### src/rtl/tile_layer_renderer.sv
// Background tile layer renderer: fetches one tilemap word and one pattern ROM
// row per 8-pixel tile column, then shifts PLANES bits per pixel out together
// with the tile's colour bank. Supports per-tile H/V flip, a global screen flip,
// an opaque flag and detection of tile loads that find no completed fetch.
module tile_layer_renderer #(
    parameter int PLANES        = 3,
    parameter int COLOR_BITS    = 4,
    parameter int TILE_BITS     = 10,
    parameter int MAP_COLS_LOG2 = 6,
    parameter int MAP_ROWS_LOG2 = 5,
    parameter int ATTR_FLIP_EN  = 1
) (
    input  logic                                   master_clk,
    input  logic                                   reset,
    input  logic                                   pixel_ce,
    input  logic [8:0]                             hpix,
    input  logic [7:0]                             vpix,
    input  logic                                   screen_flip,
    input  logic                                   layer_en,
    output logic [MAP_ROWS_LOG2+MAP_COLS_LOG2-1:0] map_addr,
    input  logic [15:0]                            map_data,
    output logic [TILE_BITS+2:0]                   rom_addr,
    input  logic [8*PLANES-1:0]                    rom_data,
    output logic [COLOR_BITS+PLANES-1:0]           pixel_out,
    output logic                                   pixel_opaque,
    output logic                                   fetch_underrun
);

    typedef enum logic [2:0] {
        IDLE   = 3'd0,
        MAP_RQ = 3'd1,
        MAP_WT = 3'd2,
        ROM_RQ = 3'd3,
        ROM_WT = 3'd4
    } state_t;

    state_t state_r, state_nx_s;

    logic [2:0]            ph_s;
    logic                  trigger_s, load_s, capture_s;
    logic [TILE_BITS-1:0]  map_tile_s;
    logic [COLOR_BITS-1:0] map_color_s;
    logic                  map_hflip_s, map_vflip_s;

    logic [2:0]            vrow_r;
    logic [COLOR_BITS-1:0] fetch_color_r;
    logic                  fetch_hflip_r;

    logic                  pre_valid_r;
    logic [8*PLANES-1:0]   pre_data_r;
    logic [COLOR_BITS-1:0] pre_color_r;
    logic                  pre_hflip_r;

    logic [8*PLANES-1:0]   shift_r;
    logic [COLOR_BITS-1:0] cur_color_r;
    logic                  cur_hflip_r;
    logic                  dir_right_s;
    logic [PLANES-1:0]     pix_bits_s;

    // Advance every plane by one pixel in the current scan direction.
    function automatic logic [8*PLANES-1:0] shift_planes(input logic [8*PLANES-1:0] v,
                                                         input logic right);
        logic [8*PLANES-1:0] r;
        for (int p = 0; p < PLANES; p++) begin
            if (right) begin
                r[8*p +: 8] = {1'b0, v[8*p+1 +: 7]};
            end else begin
                r[8*p +: 8] = {v[8*p +: 7], 1'b0};
            end
        end
        return r;
    endfunction

    assign ph_s        = hpix[2:0] ^ {3{screen_flip}};
    assign trigger_s   = pixel_ce && (ph_s == 3'd0);
    assign load_s      = pixel_ce && (ph_s == 3'd7);
    // A restart in the ROM_WT cycle discards the fetch that would complete.
    assign capture_s   = (state_r == ROM_WT) && !trigger_s;
    assign map_tile_s  = map_data[TILE_BITS-1:0];
    assign map_color_s = map_data[11 +: COLOR_BITS];
    assign map_hflip_s = (ATTR_FLIP_EN != 0) ? map_data[15] : 1'b0;
    assign map_vflip_s = (ATTR_FLIP_EN != 0) ? map_data[10] : 1'b0;
    assign dir_right_s = cur_hflip_r ^ screen_flip;

    // Select the pixel currently at the output end of each plane register.
    always_comb begin
        pix_bits_s = '0;
        for (int p = 0; p < PLANES; p++) begin
            if (dir_right_s) begin
                pix_bits_s[p] = shift_r[8*p];
            end else begin
                pix_bits_s[p] = shift_r[8*p+7];
            end
        end
    end

    // Fetch sequencer next state; any trigger restarts the fetch.
    always_comb begin
        state_nx_s = state_r;
        if (trigger_s) begin
            state_nx_s = MAP_RQ;
        end else begin
            case (state_r)
                IDLE:    state_nx_s = IDLE;
                MAP_RQ:  state_nx_s = MAP_WT;
                MAP_WT:  state_nx_s = ROM_RQ;
                ROM_RQ:  state_nx_s = ROM_WT;
                ROM_WT:  state_nx_s = IDLE;
                default: state_nx_s = IDLE;
            endcase
        end
    end

    // Fetch sequencer state register.
    always_ff @(posedge master_clk) begin
        if (reset) begin
            state_r <= IDLE;
        end else begin
            state_r <= state_nx_s;
        end
    end

    // Memory addresses and fetched attributes; addresses are set on entry to
    // the request states so they are valid throughout them, and hold otherwise.
    always_ff @(posedge master_clk) begin
        if (reset) begin
            map_addr      <= '0;
            rom_addr      <= '0;
            vrow_r        <= 3'd0;
            fetch_color_r <= '0;
            fetch_hflip_r <= 1'b0;
        end else if (trigger_s) begin
            map_addr <= {vpix[MAP_ROWS_LOG2+2:3], hpix[MAP_COLS_LOG2+2:3]};
            vrow_r   <= vpix[2:0];
        end else if (state_r == MAP_WT) begin
            rom_addr      <= {map_tile_s, vrow_r ^ {3{map_vflip_s}}};
            fetch_color_r <= map_color_s;
            fetch_hflip_r <= map_hflip_s;
        end
    end

    // Prefetch buffer, tile load, pixel shifting and registered pixel outputs.
    always_ff @(posedge master_clk) begin
        if (reset) begin
            pre_valid_r    <= 1'b0;
            pre_data_r     <= '0;
            pre_color_r    <= '0;
            pre_hflip_r    <= 1'b0;
            shift_r        <= '0;
            cur_color_r    <= '0;
            cur_hflip_r    <= 1'b0;
            pixel_out      <= '0;
            pixel_opaque   <= 1'b0;
            fetch_underrun <= 1'b0;
        end else begin
            fetch_underrun <= 1'b0;
            // A new trigger makes any waiting prefetch stale.
            if (trigger_s) begin
                pre_valid_r <= 1'b0;
            end else if (capture_s && !load_s) begin
                pre_valid_r <= 1'b1;
                pre_data_r  <= rom_data;
                pre_color_r <= fetch_color_r;
                pre_hflip_r <= fetch_hflip_r;
            end else if (load_s) begin
                pre_valid_r <= 1'b0;
            end
            if (pixel_ce) begin
                if (layer_en) begin
                    pixel_out    <= {cur_color_r, pix_bits_s};
                    pixel_opaque <= (pix_bits_s != '0);
                end else begin
                    pixel_out    <= '0;
                    pixel_opaque <= 1'b0;
                end
                if (load_s) begin
                    if (capture_s) begin
                        shift_r     <= rom_data;
                        cur_color_r <= fetch_color_r;
                        cur_hflip_r <= fetch_hflip_r;
                    end else if (pre_valid_r) begin
                        shift_r     <= pre_data_r;
                        cur_color_r <= pre_color_r;
                        cur_hflip_r <= pre_hflip_r;
                    end else begin
                        shift_r        <= '0;
                        cur_color_r    <= '0;
                        cur_hflip_r    <= 1'b0;
                        fetch_underrun <= 1'b1;
                    end
                end else begin
                    shift_r <= shift_planes(shift_r, dir_right_s);
                end
            end
        end
    end

endmodule

### config.mk
export PLATFORM = sky130hd
export DESIGN_NAME = tile_layer_renderer
export DESIGN_NICKNAME = d
export VERILOG_FILES = /design/src/rtl/tile_layer_renderer.sv
export SDC_FILE = /design/constraint.sdc
export NUM_CORES = 1
export LEC_CHECK = 0
export CAP_MARGIN = 0
export CORE_UTILIZATION = 50
export DETAILED_ROUTE_END_ITERATION = 12
export PLACE_DENSITY = 0.89
export SYNTH_ARGS = -nofsm -noshare
export SYNTH_HDL_FRONTEND = slang
export SYNTH_SLANG_ARGS = --single-unit
### constraint.sdc
create_clock -name master_clk -period 4.62 [get_ports master_clk]
set_input_delay 0.924 -clock master_clk [delete_from_list [all_inputs] [get_ports master_clk]]
set_output_delay 0.924 -clock master_clk [all_outputs]
set_load 0.005 [all_outputs]
==> metrics.yaml <==
status: "complete, no violations"
cts.sink_count: 103
cts_setup_buffers: 0
ys_warn_count: 0
ys_seq_area_share_pct: 46.1
p_leak_nw: 1.88
fmax_mhz: 314
port_buffers: 94
netlist_instances: 573
p_per_area_nw_per_um2: 314
synthTopCellsByCount: "nand2_1 (158), dfxtp_1 (103), a21oi_1 (83)"
cts-buffers-inserted: 9
cts_tree: "built"
grtUsageTotal_pct: 25.4
tightest_slew_ns: 1.17
h-tree-depth: 3
cp.required_ns: 4.89
peakVddDrop_mv: 0.200
clkTransAtPathRegs_ns: 0.10
nets: 701
synthFlopType: "dfxtp_1"
grt_pass1_vias: 4130
syn_avg_cell_area_um2: 7.80
wl_per_cell_um: 15.1
min_path_type: "register to register"
crit_path_start_kind: "input pin"
ff2ff_path_depth: 5
via_count: 4398
via_per_inst: 5.85
ctsResizeCount: 0
synth-edff-count: 0
drc: 0
max-cap-violations: 0
clock_latency_ns: 0.37
hold_depth: 2
hpwl_um: 7540
place_area_um2: 5390
finalCriticalPeriod_ns: 3.19
skew_ns: 0.0111
clockRootBuffer: "clkbuf_8"
synth_area_leader_cell: "dfxtp_1"
rsz0062_at_grt: "no"
clockBufferDepth: 2
end_kind: "register"
dr.pass1.iters: 5
syn_nets: 635
n_antenna_cell: 0
io_pins: 95
crit_type: "input pin to register"
timing.final.crit_share_pct: 69.0
grt_pass1_wl_um: 18600
drive_above_1_share_pct: 5.90
worst_hold_slack_ns: 0.458
yosysTopAreaCellShare_pct: 46.1
wirelength_um: 11400
start_util_pct: 51.5
row_count: 34
async_flop_share_pct: 0
ys_ff_latch: 103
yosysMostFrequentCell: "nand2_1"
die_y_um: 96.6
dieArea_um2: 9330
slew_headroom_pct: 21.6
drt_iter0_drc: 307
synth_area_leaders: "dfxtp_1 (46%), nand2_1 (13%), a21oi_1 (9.3%)"
finalHoldViolations: 0
ant_nets: 0
finalSetupViolCount: 0
place_congestion: 0.786
fin_area_um2: 5610
syn_area_um2: 4470
core-area_um2: 8680
setup_tns_ns: 0
cp.arrival_ns: 3.46
path_max_fanout: 31
synth.distinct_cells: 37
syn_to_final_growth_pct: 25.5
antenna_found_initial: 0
grt_max_degree: 57
cts_hold_buffers: 0
gr-total-overflow: 0
fp.dieW_um: 96.6
report.final.slew_viol_count: 0
[final timing paths]
kind                                   from              to  slack (ns)
worst min register to register  map_addr[2]     map_addr[2]        0.46
worst max-delay path            screen_flip  cur_color_r[2]        1.43
worst max register to register   state_r[2]   pre_data_r[7]        2.05
worst min-delay path            map_addr[2]     map_addr[2]        0.46
[state kept, by name (all words and copies together), names as in the netlist, 3 cells and up]
name           cells
shift_r           24
rom_addr          13
cur_color_r        4
state_r            3
vrow_r             3
map_addr          11
fetch_color_r      4
pre_color_r        4
pixel_out          7
pre_data_r        24
[cell families after synthesis]
logic type,after synthesis,share of synthesized area [%]
multiplexers,6,1.34
AND/OR/NAND/NOR,260,25.1
XOR/XNOR,6,1.34
AO/OA/AOI/OAI,149,20.9
buffers and inverters,49,5.20
flip-flops,103,46.1
[critical path, cell delays in order]
cell and delay (ns):
clkdlybuf4s50_1 0.56, nor4_2 0.41, o21ai_2 0.07, buf_4 0.23
nand2_1 0.68, nand3_1 0.20, a311oi_1 0.35
[metrics by stage]
stage | cells | worst slack, ns | utilization [%] | power, mW
2_1_floorplan | 573 | 2.51 | - | 1.05
3_3_place_gp | 736 | 1.22 | 62.1 | 1.14
3_5_place_dp | 736 | 1.10 | 62.1 | 1.15
4_1_cts | 752 | 1.47 | 64.7 | 1.77
5_1_grt | 752 | 1.31 | 64.7 | 1.83
6_report | 752 | 1.43 | 64.7 | 1.76
[where the power goes]
group          total [mW]  internal [mW]  switching [mW]
sequential          0.935          0.915          0.0201
combinational       0.194         0.0978          0.0963
clock               0.632          0.312           0.320
[layer usage]
layer | track usage, % | routed length (µm) | vias to the layer above
met3 | 7.59 | 1020 | 33
met2 | 41.9 | 5440 | 193
li1 | - | - | 2122
met5 | 0 | 0 | -
met1 | 30.4 | 4620 | 2050
met4 | 11.4 | 308 | 0
[cell usage in the layout, fill, tap and decap left out, types with 2 or more instances in the layout]
cell type        Yosys  final
nand3_1             39     39
mux2i_1              6      6
o21ai_2              1      2
o21a_1               2      2
a21oi_2              4      4
dfxtp_1            103    103
nor2_1              43     43
clkdlybuf4s50_1      0     93
a311o_1             18     18
a21oi_1             83     83
clkbuf_8             0      9
o21ai_1              5      4
nor4_1               2      2
inv_6                0      3
xnor2_1              5      5
a31oi_1             18     18
bufinv_16            0      2
a211oi_1             3      3
buf_4                3      9
nor3_1               2      2
a311oi_1            11     11
o21ai_0              3      3
nand2_1            158    158
and3_1               6      6
[area by class of cell]
| type | count | area [µm²] |
|---|---|---|
| clock buffer | 9 | 124 |
| clock inverter | 7 | 103 |
| fill | 730 | 3070 |
| inverter | 1 | 3.75 |
| multi-input combinational | 421 | 2180 |
| sequential | 103 | 2060 |
| tap | 108 | 135 |
| timing repair buffer | 103 | 1000 |
Power figures use the tool's default switching activity.
